## config.mk

```make
export PLATFORM = sky130hd
export DESIGN_NAME = multicycle_controller
export DESIGN_NICKNAME = d
export VERILOG_FILES = /design/src/rtl/rv_ctrl_pkg.sv /design/src/rtl/branch_cond.sv /design/src/rtl/multicycle_controller.sv
export SDC_FILE = /design/constraint.sdc
export NUM_CORES = 1
export LEC_CHECK = 0
export CORE_MARGIN = 5
export CORE_UTILIZATION = 30
export CTS_BUF_LIST = sky130_fd_sc_hd__clkbuf_16
export CTS_CLUSTER_SIZE = 30
export DETAILED_ROUTE_END_ITERATION = 6
export GPL_TIMING_DRIVEN = 0
export HOLD_SLACK_MARGIN = 0.03
export SKIP_LAST_GASP = 1
export SLEW_MARGIN = 25
export SYNTH_ARGS = -nofsm -noshare
export SYNTH_HDL_FRONTEND = slang
export SYNTH_HIERARCHICAL = 1
export SYNTH_SLANG_ARGS = --single-unit
```

## constraint.sdc

```tcl
create_clock -name clk -period 3.43 [get_ports clk]
set_clock_uncertainty 0.2 [all_clocks]
set_input_delay 0.686 -clock clk [delete_from_list [all_inputs] [get_ports clk]]
set_output_delay 0.686 -clock clk [all_outputs]
set_load 0.005 [all_outputs]
```

## src/rtl/rv_ctrl_pkg.sv

```systemverilog
// Shared encodings for the multicycle RV32I control path: opcodes, FSM states,
// datapath mux selects and the immediate-format decoder.
package rv_ctrl_pkg;

    localparam logic [6:0] OP_LOAD   = 7'b0000011;
    localparam logic [6:0] OP_STORE  = 7'b0100011;
    localparam logic [6:0] OP_R      = 7'b0110011;
    localparam logic [6:0] OP_I      = 7'b0010011;
    localparam logic [6:0] OP_BRANCH = 7'b1100011;
    localparam logic [6:0] OP_JAL    = 7'b1101111;
    localparam logic [6:0] OP_JALR   = 7'b1100111;
    localparam logic [6:0] OP_LUI    = 7'b0110111;
    localparam logic [6:0] OP_AUIPC  = 7'b0010111;

    typedef enum logic [3:0] {
        S_FETCH    = 4'h0,
        S_DECODE   = 4'h1,
        S_MEMADR   = 4'h2,
        S_MEMREAD  = 4'h3,
        S_MEMWB    = 4'h4,
        S_MEMWRITE = 4'h5,
        S_EXECR    = 4'h6,
        S_EXECI    = 4'h7,
        S_ALUWB    = 4'h8,
        S_BRANCH   = 4'h9,
        S_JAL      = 4'hA,
        S_JALR     = 4'hB,
        S_JALR2    = 4'hC,
        S_LUI      = 4'hD,
        S_AUIPC    = 4'hE,
        S_TRAP     = 4'hF
    } state_t;

    localparam logic [1:0] RES_ALUOUT = 2'b00;
    localparam logic [1:0] RES_MEM    = 2'b01;
    localparam logic [1:0] RES_ALU    = 2'b10;

    localparam logic [1:0] SRCA_PC    = 2'b00;
    localparam logic [1:0] SRCA_OLDPC = 2'b01;
    localparam logic [1:0] SRCA_RS1   = 2'b10;
    localparam logic [1:0] SRCA_ZERO  = 2'b11;

    localparam logic [1:0] SRCB_RS2   = 2'b00;
    localparam logic [1:0] SRCB_IMM   = 2'b01;
    localparam logic [1:0] SRCB_FOUR  = 2'b10;

    localparam logic [1:0] ALU_ADD    = 2'b00;
    localparam logic [1:0] ALU_CMP    = 2'b01;
    localparam logic [1:0] ALU_FUNCT  = 2'b10;

    localparam logic [2:0] IMM_I = 3'b000;
    localparam logic [2:0] IMM_S = 3'b001;
    localparam logic [2:0] IMM_B = 3'b010;
    localparam logic [2:0] IMM_J = 3'b011;
    localparam logic [2:0] IMM_U = 3'b100;

    // Unknown opcodes fall back to I-format; they trap in DECODE anyway.
    function automatic logic [2:0] imm_src_of(input logic [6:0] op);
        case (op)
            OP_STORE:         return IMM_S;
            OP_BRANCH:        return IMM_B;
            OP_JAL:           return IMM_J;
            OP_LUI, OP_AUIPC: return IMM_U;
            default:          return IMM_I;
        endcase
    endfunction

endpackage

```

## src/rtl/branch_cond.sv

```systemverilog
// Branch-taken evaluation from funct3 and the ALU comparison flags.
module branch_cond (
    input  logic [2:0] funct3,
    input  logic       zero,
    input  logic       lt,
    input  logic       ltu,
    output logic       taken,
    output logic       bad_funct3
);

    always_comb begin
        taken      = 1'b0;
        bad_funct3 = 1'b0;
        case (funct3)
            3'b000:  taken = zero;
            3'b001:  taken = ~zero;
            3'b100:  taken = lt;
            3'b101:  taken = ~lt;
            3'b110:  taken = ltu;
            3'b111:  taken = ~ltu;
            default: bad_funct3 = 1'b1;
        endcase
    end

endmodule

```

## src/rtl/multicycle_controller.sv

```systemverilog
// Control FSM for the multicycle RV32I core: sequences fetch/decode/execute on
// the shared datapath, waits on mem_ready, and traps on bad encodings or timeouts.
module multicycle_controller
    import rv_ctrl_pkg::*;
#(
    parameter int WAIT_LIMIT = 255
) (
    input  logic       clk,
    input  logic       reset,
    input  logic [6:0] opcode,
    input  logic [2:0] funct3,
    input  logic       zero,
    input  logic       lt,
    input  logic       ltu,
    input  logic       mem_ready,
    output logic       pc_write,
    output logic       ir_write,
    output logic       adr_src,
    output logic       mem_read,
    output logic       mem_write,
    output logic       reg_write,
    output logic [1:0] result_src,
    output logic [1:0] alu_src_a,
    output logic [1:0] alu_src_b,
    output logic [1:0] alu_op,
    output logic [2:0] imm_src,
    output logic       illegal_instr,
    output logic       bus_error,
    output logic [3:0] state_dbg
);

    state_t     state_reg, state_next;
    logic [7:0] wait_cnt_reg;
    logic       illegal_reg, bus_error_reg;
    logic       taken, bad_funct3;
    logic       in_wait, timeout, decode_bad;

    branch_cond u_branch_cond (
        .funct3     (funct3),
        .zero       (zero),
        .lt         (lt),
        .ltu        (ltu),
        .taken      (taken),
        .bad_funct3 (bad_funct3)
    );

    assign in_wait = (state_reg == S_FETCH) || (state_reg == S_MEMREAD) ||
                     (state_reg == S_MEMWRITE);
    assign timeout = (WAIT_LIMIT != 0) && in_wait && !mem_ready &&
                     (wait_cnt_reg == 8'(WAIT_LIMIT - 1));

    always_comb begin
        decode_bad = 1'b0;
        state_next = state_reg;
        case (state_reg)
            S_FETCH:    if (mem_ready) state_next = S_DECODE;
                        else if (timeout) state_next = S_TRAP;
            S_DECODE: begin
                case (opcode)
                    OP_LOAD, OP_STORE: state_next = S_MEMADR;
                    OP_R:              state_next = S_EXECR;
                    OP_I:              state_next = S_EXECI;
                    OP_BRANCH:         state_next = S_BRANCH;
                    OP_JAL:            state_next = S_JAL;
                    OP_JALR:           state_next = S_JALR;
                    OP_LUI:            state_next = S_LUI;
                    OP_AUIPC:          state_next = S_AUIPC;
                    default: begin
                        state_next = S_TRAP;
                        decode_bad = 1'b1;
                    end
                endcase
            end
            S_MEMADR:   state_next = (opcode == OP_STORE) ? S_MEMWRITE : S_MEMREAD;
            S_MEMREAD:  if (mem_ready) state_next = S_MEMWB;
                        else if (timeout) state_next = S_TRAP;
            S_MEMWB:    state_next = S_FETCH;
            S_MEMWRITE: if (mem_ready) state_next = S_FETCH;
                        else if (timeout) state_next = S_TRAP;
            S_EXECR, S_EXECI, S_JAL, S_JALR2, S_LUI, S_AUIPC:
                        state_next = (state_reg == S_EXECR || state_reg == S_EXECI ||
                                      state_reg == S_JAL || state_reg == S_JALR2 ||
                                      state_reg == S_LUI || state_reg == S_AUIPC)
                                     ? S_ALUWB : S_FETCH;
            S_ALUWB:    state_next = S_FETCH;
            S_BRANCH:   state_next = bad_funct3 ? S_TRAP : S_FETCH;
            S_JALR:     state_next = S_JALR2;
            S_TRAP:     state_next = S_TRAP;
            default:    state_next = S_FETCH;
        endcase
    end

    // The wait counter only advances while parked in a memory state; any move resets it.
    always_ff @(posedge clk) begin
        if (reset) begin
            state_reg     <= S_FETCH;
            wait_cnt_reg  <= 8'd0;
            illegal_reg   <= 1'b0;
            bus_error_reg <= 1'b0;
        end else begin
            state_reg <= state_next;
            if (state_next != state_reg)
                wait_cnt_reg <= 8'd0;
            else if (in_wait && !mem_ready && wait_cnt_reg != 8'hFF)
                wait_cnt_reg <= wait_cnt_reg + 8'd1;
            if (decode_bad || (state_reg == S_BRANCH && bad_funct3))
                illegal_reg <= 1'b1;
            if (timeout)
                bus_error_reg <= 1'b1;
        end
    end

    always_comb begin
        pc_write   = 1'b0;
        ir_write   = 1'b0;
        adr_src    = 1'b0;
        mem_read   = 1'b0;
        mem_write  = 1'b0;
        reg_write  = 1'b0;
        result_src = RES_ALUOUT;
        alu_src_a  = SRCA_PC;
        alu_src_b  = SRCB_RS2;
        alu_op     = ALU_ADD;
        case (state_reg)
            S_FETCH: begin
                mem_read   = 1'b1;
                alu_src_b  = SRCB_FOUR;
                result_src = RES_ALU;
                pc_write   = mem_ready;
                ir_write   = mem_ready;
            end
            S_DECODE:   begin alu_src_a = SRCA_OLDPC; alu_src_b = SRCB_IMM; end
            S_MEMADR:   begin alu_src_a = SRCA_RS1;   alu_src_b = SRCB_IMM; end
            S_MEMREAD:  begin adr_src = 1'b1; mem_read = 1'b1; end
            S_MEMWB:    begin result_src = RES_MEM; reg_write = 1'b1; end
            S_MEMWRITE: begin adr_src = 1'b1; mem_write = 1'b1; end
            S_EXECR:    begin alu_src_a = SRCA_RS1; alu_op = ALU_FUNCT; end
            S_EXECI: begin
                alu_src_a = SRCA_RS1;
                alu_src_b = SRCB_IMM;
                alu_op    = ALU_FUNCT;
            end
            S_ALUWB:    reg_write = 1'b1;
            S_BRANCH: begin
                alu_src_a = SRCA_RS1;
                alu_op    = ALU_CMP;
                pc_write  = taken & ~bad_funct3;
            end
            S_JAL, S_JALR2: begin
                alu_src_a = SRCA_OLDPC;
                alu_src_b = SRCB_FOUR;
                pc_write  = 1'b1;
            end
            S_JALR:     begin alu_src_a = SRCA_RS1;   alu_src_b = SRCB_IMM; end
            S_LUI:      begin alu_src_a = SRCA_ZERO;  alu_src_b = SRCB_IMM; end
            S_AUIPC:    begin alu_src_a = SRCA_OLDPC; alu_src_b = SRCB_IMM; end
            default: ;
        endcase
        // No architectural side effect may escape during a reset cycle.
        if (reset) begin
            pc_write  = 1'b0;
            ir_write  = 1'b0;
            mem_read  = 1'b0;
            mem_write = 1'b0;
            reg_write = 1'b0;
        end
    end

    assign imm_src       = imm_src_of(opcode);
    assign illegal_instr = illegal_reg;
    assign bus_error     = bus_error_reg;
    assign state_dbg     = state_reg;

endmodule
```

After elaboration in Yosys (flattened, before gate mapping):

Index checks and enable logic that the tools add are counted.

* add/sub/neg operators: 1
* equal/unequal tests: 32
* muxes and demuxes: 29
* bitwise operators: 4
* reductions and logical operators: 30

Operators by type and width (number)
* 4-bit one-hot mux with 10 select lines: 1
* 4-bit == test, second input constant: 8
* 4-bit one-hot mux with 8 select lines: 1
* 4-bit two-way mux: 6
* 7-bit by 6-bit == test with 1-bit output, second input constant: 3
* 7-bit == test, second input constant: 3
* 6-bit OR reduction: 3
* 4-bit by 3-bit == test with 1-bit output, second input constant: 4
* 2-bit OR reduction: 8
* 7-bit by 5-bit == test with 1-bit output, second input constant: 2
* 1-bit two-way mux: 13
* 3-bit == test, second input constant: 4
* 2-bit one-hot mux with 2 select lines: 3
* 3-bit one-hot mux with 4 select lines: 1
* 9-bit OR reduction: 1
* 8-bit by 1-bit adder with 8-bit output, second input constant: 1
* 4-bit by 2-bit == test with 1-bit output, second input constant: 2
* 8-bit == test, second input constant: 1
* 1-bit logical OR: 8
* 8-bit != test, second input constant: 1
* 7-bit by 2-bit == test with 1-bit output, second input constant: 1
* 1-bit one-hot mux with 6 select lines: 1
* 2-bit one-hot mux with 3 select lines: 1
* 5-bit OR reduction: 1
* other kinds (13): 18

* flip-flop bits (word level): 14
* output and inout bits: 23

Depth between registers and ports, before layout:

Gate-level depths: netlist of the first run.

* depth in word-level cells: 10
* depth in mapped cells: 9

Cells and area by module:

The synthesis of the first run kept the hierarchy.

Modules (own cells, without submodules)
* multicycle_controller: instances 1, cells an instance 195, area an instance 1376.3 µm², sequential area each 280.3 µm²
* branch_cond: instances 1, cells an instance 6, area an instance 46.3 µm², sequential area each 0.0 µm²

Least setup slack after synthesis of the first run:

No wires, ideal clock.

* kind: input-to-reg
* start: in mem_ready
* end: reg wait_cnt_reg[1]
* setup time: 81 ps
* data arrival time: 2417 ps
* data required time: 3149 ps
* setup slack: 732 ps
* stages on the path: 7
* path through: clkbuf_1 -> nor4b_2 -> a22oi_1 -> o22a_1 -> a2111oi_1 -> o2111ai_2 -> a211oi_2

* word-level cells in the longest chain between the ends: 8
* elaborated cells on any way between the ends: 11

Ends and longest elaborated chain
* start: declaration: line multicycle_controller.sv:15 `input logic mem_ready,`
* 1-bit zero test: line multicycle_controller.sv:49, multicycle_controller.sv:104
* 1-bit logical AND: line multicycle_controller.sv:49, multicycle_controller.sv:104
* 1-bit logical AND: line multicycle_controller.sv:49 `assign timeout = (WAIT_LIMIT != 0) && in_wait && !mem_ready &&`
* 4-bit two-way mux: line multicycle_controller.sv:57, multicycle_controller.sv:76, multicycle_controller.sv:79
* 4-bit two-way mux (on tied branches): line multicycle_controller.sv:78, multicycle_controller.sv:56, multicycle_controller.sv:75
* 4-bit one-hot mux with 10 select lines: line multicycle_controller.sv:55 `case (state_reg)`
* 4-bit != test: line multicycle_controller.sv:102 `if (state_next != state_reg)`
* 2-bit OR reduction (no line)
* end signal: assignment: line multicycle_controller.sv:105 `wait_cnt_reg <= wait_cnt_reg + 8'd1;`
* end: declaration: line multicycle_controller.sv:33 `logic [7:0] wait_cnt_reg;`

Parallel ways exist; a longest one is shown, timed or not.
A chain may end at the register's enable or synchronous reset.

Worst setup path after layout of the first run:

* start: in opcode[6]
* end: out imm_src[0]

* word-level cells in the longest chain between the ends: 3
* elaborated cells on any way between the ends: 7

Ends and longest elaborated chain
* start: declaration: line multicycle_controller.sv:10 `input logic [6:0] opcode,`
* 7-bit by 6-bit == test with 1-bit output / 7-bit by 5-bit == test with 1-bit output (equally long branches): line rv_ctrl_pkg.sv:59 `case (op)`
* 2-bit OR reduction: line rv_ctrl_pkg.sv:59
* 3-bit one-hot mux with 4 select lines *: line rv_ctrl_pkg.sv:59
* end: declaration: line multicycle_controller.sv:26 `output logic [2:0] imm_src,`

Every way passes the cells marked *; elsewhere a longest branch is shown, timed or not.

==> results.txt, run 1 <==
pwr dens: 682.0 nW/um2
Die Y: 78.86 um
pre-CTS setup slack: -0.2370 ns
chip width: 78.86 um
Final Hold Viols: 0
clock-pin slew on the worst setup and hold paths: 0.04 ns
Tmin final: 3.315 ns
htree depth: 1
number of diodes: 0
DRC Markers: 0
largest net degree at the start of global routing: 11
dpl cells: 290
first-pass GRT wire length: 6720 um
share of cells above drive strength 1: 8.861%
Hold Worst Slack: 0.2732 ns
WL per Instance: 13.93 um
leakage: 0.7247 nW
Synth warnings: 6
Peak VDD IR: 0.4239 mV
final worst slack: 0.1152 ns
most frequent cells after synthesis: nor2_1 (28), a21oi_1 (19), nand2_1 (15), dfxtp_1 (14), clkbuf_1 (10)
DR vias: 1565
Synth cell types: 55
DP HPWL: 3115 um
Clk pwr share: 16.5%
Nets: 256
# clock sinks: 14
final number of setup-violating endpoints: 0
maxcap violations: 0
Port Buf Inserts: 35
Peak Freq: 301.7 MHz
cts hold-fix bufs: 0
die area: 6219 um2
final worst path period share: 96.64%
FF-to-FF End: wait_cnt_reg[1]
total core area: 4661 um2
number of flip-flops in the largest register: 8
Comb power frac: 67.0%
RSZ-0062 raised after global routing: true
Slew @ Worst Pin: 0.6661 ns
gr ovfl total: 0
Total Power: 1.318 mW
Critical Path AT: 2.43 ns
ys flop type: dfxtp_1
Initial Util: 30.52%
Flop pwr share: 16.5%
syn_area_per_cell: 7.078 um2
post-CTS setup buffers: 0
worst path required time: 2.54 ns
cell accounting for the most synthesized area: dfxtp_1
Yosys reg bits: 14
final instance area: 1933 um2
Slew Viols, Final: 0
Core Util, Final: 41.48%
Setup crit start: opcode[6]
Switching Share: 41.68%
EDFF count, synth: 0
switching power: 549.5 uW
status: finished clean
syn_nets: 219
critical path startpoint category: input port
GP Congestion: 0.8596
via/cell ratio: 5.378
antenna violations before repair: 0
vias in the first global route: 1414
Relative slew margins: 55.01%
Final Non-Filler Cells: 291
CTS tree: built
hold_sp: bus_error
CP max FO: 10
Post-DP Area: 1841 um2
Seq/Total Area, Yosys: 19.70%
flop2flop setup slack: 0.67 ns
Cells after Synth: 201
RR Startpoint: state_dbg[1]
cell area after synthesis: 1423 um2
Internal: 768.8 uW
critical path type: in2out
root buffer cell: clkbuf_16
worst-skew pair later-pin latency: 0.24 ns
top-area cell type share of the netlist area: 19.70%
total CTS buffers: 3
critical path capture point: imm_src[0]
total negative slack: 0 ns
drt first pass iters: 5
num rows: 25
Synth async-reset ratio: 0%
Ports: 39
gr usage total: 13.18%
area grow syn2layout: 35.88%
final WL: 4053 um
most common cell in the netlist: nor2_1
path depth of the worst reg2reg path: 7
post-route ant nets: 0
Max clock buf depth: 2
HP Class: reg2reg
top cells by area, synth: dfxtp_1 (20%), nor2_1 (7.4%), a21oi_1 (6.7%)
starting DRC count in detailed routing: 142
Critical Path Sink Type: output port
==> power by group through the flow <==
stage               Sequential [mW]  Clock (mW)  Combinational [mW]
finish                        0.218       0.218               0.883
global route                  0.222       0.231               0.976
CTS                           0.219       0.221               0.884
detailed placement            0.221           0               0.881
global placement              0.220           0               0.884
floorplan                     0.218           0               0.548
==> what timing repair did <==
item,CTS,global route
gates resized for setup,4,5
pin swaps,1,1
endpoints found under the setup margin,4,5
==> cells in the final DEF, fill, tap and decap left out, types with 3 or more instances in the layout <==
cell type,n
nand4_1,4
nand3_1,4
buf_2,3
nor2b_1,5
and3_1,5
nor2_1,28
o21ai_0,8
nand3b_1,3
dfxtp_1,14
nand2b_1,7
inv_1,5
a31oi_1,3
nand2_1,15
nor3_1,7
xor2_1,7
nor3b_1,3
clkbuf_16,3
clkbuf_1,6
clkdlybuf4s50_1,33
a21oi_1,19
xnor2_1,5
==> critical path: stages <==
cell and delay, ns:
clkdlybuf4s50_1 0.43, clkbuf_1 0.25, nor4b_4 0.32, nand2_1 0.13
o21ai_0 0.09, clkdlybuf4s50_1 0.52
==> worst min path at each step <==
| stage | endpoint | slack (ns) | cells past startpoint |
|---|---|---|---|
| 5_1_grt | bus_error | 0.31 | 2 |
| 3_5_place_dp | bus_error | 0.26 | 2 |
| 3_3_place_gp | bus_error | 0.26 | 2 |
| 4_1_cts | bus_error | 0.28 | 2 |
| 6_report | bus_error | 0.27 | 2 |
| 2_1_floorplan | bus_error | 0.27 | 2 |
==> area by class of cell <==
type | count | area (um2)
buffer | 14 | 73.82
clock buffer | 3 | 75.07
clock inverter | 1 | 3.754
fill | 504 | 2728
inverter | 5 | 18.77
multi-input combinational | 165 | 1062
sequential | 14 | 280.3
tap | 54 | 67.56
timing repair buffer | 35 | 351.6
==> logic make-up after synthesis <==
logic type / after synthesis / synth area share (%)
multiplexers: 1 / 0.7036
AND/OR/NAND/NOR: 99 / 38.43
adder cells (fa/ha/maj): 2 / 1.759
AO/OA/AOI/OAI: 51 / 24.98
XOR/XNOR: 12 / 7.388
flip-flops: 14 / 19.70
buffers and inverters: 22 / 7.036
==> per-layer routing <==
metal  vias to the layer above  track usage, %  part of all wire [%]
met5                         -               0                     0
met1                       710           18.83                    49
met3                         6           2.041                   6.0
met2                        45           20.29                    44
li1                        804               -                     -
met4                         0           4.124                   1.2
No activity file was read; power rests on OpenSTA's default activity.
==> run 2, diff against run 1 <==
==> constraint.sdc (replaced) <==
create_clock -name clk -period 2.9 [get_ports clk]
set_clock_uncertainty 0.2 [all_clocks]
set_input_delay 0.58 -clock clk [delete_from_list [all_inputs] [get_ports clk]]
set_output_delay 0.58 -clock clk [all_outputs]
set_load 0.005 [all_outputs]
==> run 2 against run 1 <==
  * Final area up 4.4%
  * First-iteration DRC count increased by 19%
  * Sequential power is 18% higher
  * Hold slack hardly changed
  * Global-route usage grew 0.29 points
  * Largest power group unchanged
==> results.txt, run 2 (same netlist as run 1, synthesis figures left out) <==
starting DRC count in detailed routing: 169
CP max FO: 17
num rows: 25
delay-heaviest family, CP: buffers and inverters
critical path startpoint category: flip-flop
leakage: 0.8112 nW
Peak VDD IR: 0.4943 mV
Hold Worst Slack: 0.2731 ns
Slew Viols, Final: 0
total core area: 4661 um2
DP HPWL: 3115 um
gr ovfl total: 0
drt first pass iters: 6
gr usage total: 13.47%
final number of setup-violating endpoints: 0
Initial Util: 30.52%
Max clock buf depth: 2
Critical Path Sink Type: output port
area grow syn2layout: 41.86%
Slew @ Worst Pin: 0.6660 ns
HP Class: reg2reg
number of flip-flops in the largest register: 8
Port Buf Inserts: 35
Die Y: 78.86 um
CP cell instances: buf_6 > buf_4 > nor2b_1 > or2_2 > nor2_1 > a21oi_1 > nor2_1 > clkdlybuf4s50_1
Nets: 260
post-route ant nets: 0
RSZ-0062 raised after global routing: true
critical path's largest stage delay: 0.51 ns
final WL: 4110 um
CTS tree: built
cts hold-fix bufs: 0
number of fill cells: 495
number of diodes: 0
most frequent CP cell: nor2_1
maxcap violations: 0
clock-pin slew on the worst setup and hold paths: 0.04 ns
Final Hold Viols: 0
DR vias: 1586
worst path required time: 2.12 ns
pwr dens: 802.4 nW/um2
worst-skew pair later-pin latency: 0.24 ns
status: finished clean
critical path type: reg2out
die area: 6219 um2
vias in the first global route: 1429
largest net degree at the start of global routing: 18
flop2flop setup slack: 0.25 ns
# clock sinks: 14
total CTS buffers: 3
GP Congestion: 0.8596
Critical Path AT: 2.07 ns
Relative slew margins: 55.01%
Total Power: 1.619 mW
final instance area: 2018 um2
Tmin final: 2.851 ns
Peak Freq: 350.8 MHz
commonest non-fill, non-tap cell in the layout: nor2_1
share of cells above drive strength 1: 14.94%
via/cell ratio: 5.376
final worst path period share: 98.31%
Post-DP Area: 1841 um2
chip width: 78.86 um
CP Buf/Inv Count: 3
total negative slack: 0 ns
CP max stage cell: clkdlybuf4s50_1
most frequent cells in the layout: nor2_1 (28), clkdlybuf4s50_1 (25), a21oi_1 (19)
antenna violations before repair: 0
htree depth: 1
DRC Markers: 0
WL per Instance: 13.93 um
root buffer cell: clkbuf_16
Ports: 39
first-pass GRT wire length: 6831 um
[run 2: worst reg2reg max path, cell delays in order, from the launching register on]
cell	delay, ns
dfxtp_1	0.33
buf_6	0.16
xnor2_1	0.29
a22oi_1	0.29
o22a_1	0.34
a2111oi_1	0.43
o2111ai_2	0.16
buf_4	0.20
a211oi_2	0.18
[run 2: power by group]
part	switching [mW]	internal [mW]	total, mW
Combinational	0.560	0.546	1.11
Sequential	0.0295	0.228	0.258
Clock	0.0739	0.182	0.256
[run 2: worst paths after layout]
path	startpoint	endpoint	cells past startpoint
setup reg to reg	state_dbg[1]	wait_cnt_reg[1]	8
hold / removal	bus_error	bus_error	2
setup / recovery	state_dbg[1]	alu_src_b[1]	8
hold reg to reg	bus_error	bus_error	2
[run 2: per-layer routing]
metal / vias up / track usage (%) / wire, um
li1: 813 / - / -
met1: 720 / 18.83 / 2005
met2: 47 / 20.63 / 1831
met3: 6 / 2.381 / 215
met4: 0 / 4.983 / 57
met5: - / 0 / 0
[run 2: final cells by class]
class                           count  area [um2]  area share, %
Clock buffer                        3       75.07          3.720
Tap cell                           54       67.56          3.348
Clock inverter                      1       3.754         0.1860
Inverter                            5       18.77         0.9299
Multi-Input combinational cell    165        1087          53.87
Timing Repair Buffer               38       371.6          18.41
Sequential cell                    14       280.3          13.89
Buffer                             15       113.9          5.642
[run 2: what timing repair did]
action                                  4_1_cts  5_1_grt
pin swaps                                     2        3
gates resized for setup                      28       17
endpoints found under the setup margin       16       16
setup buffers                                 1        2
[run 2: through the flow]
stage	utilization (%)	worst slack, ns	cells
after floorplan	-	0.3080	201
after global placement	39.49	-0.5404	290
after detailed placement	39.49	-0.5550	290
after CTS	42.28	-0.04442	293
after global routing	43.30	-0.1273	295
final	43.30	0.04905	295
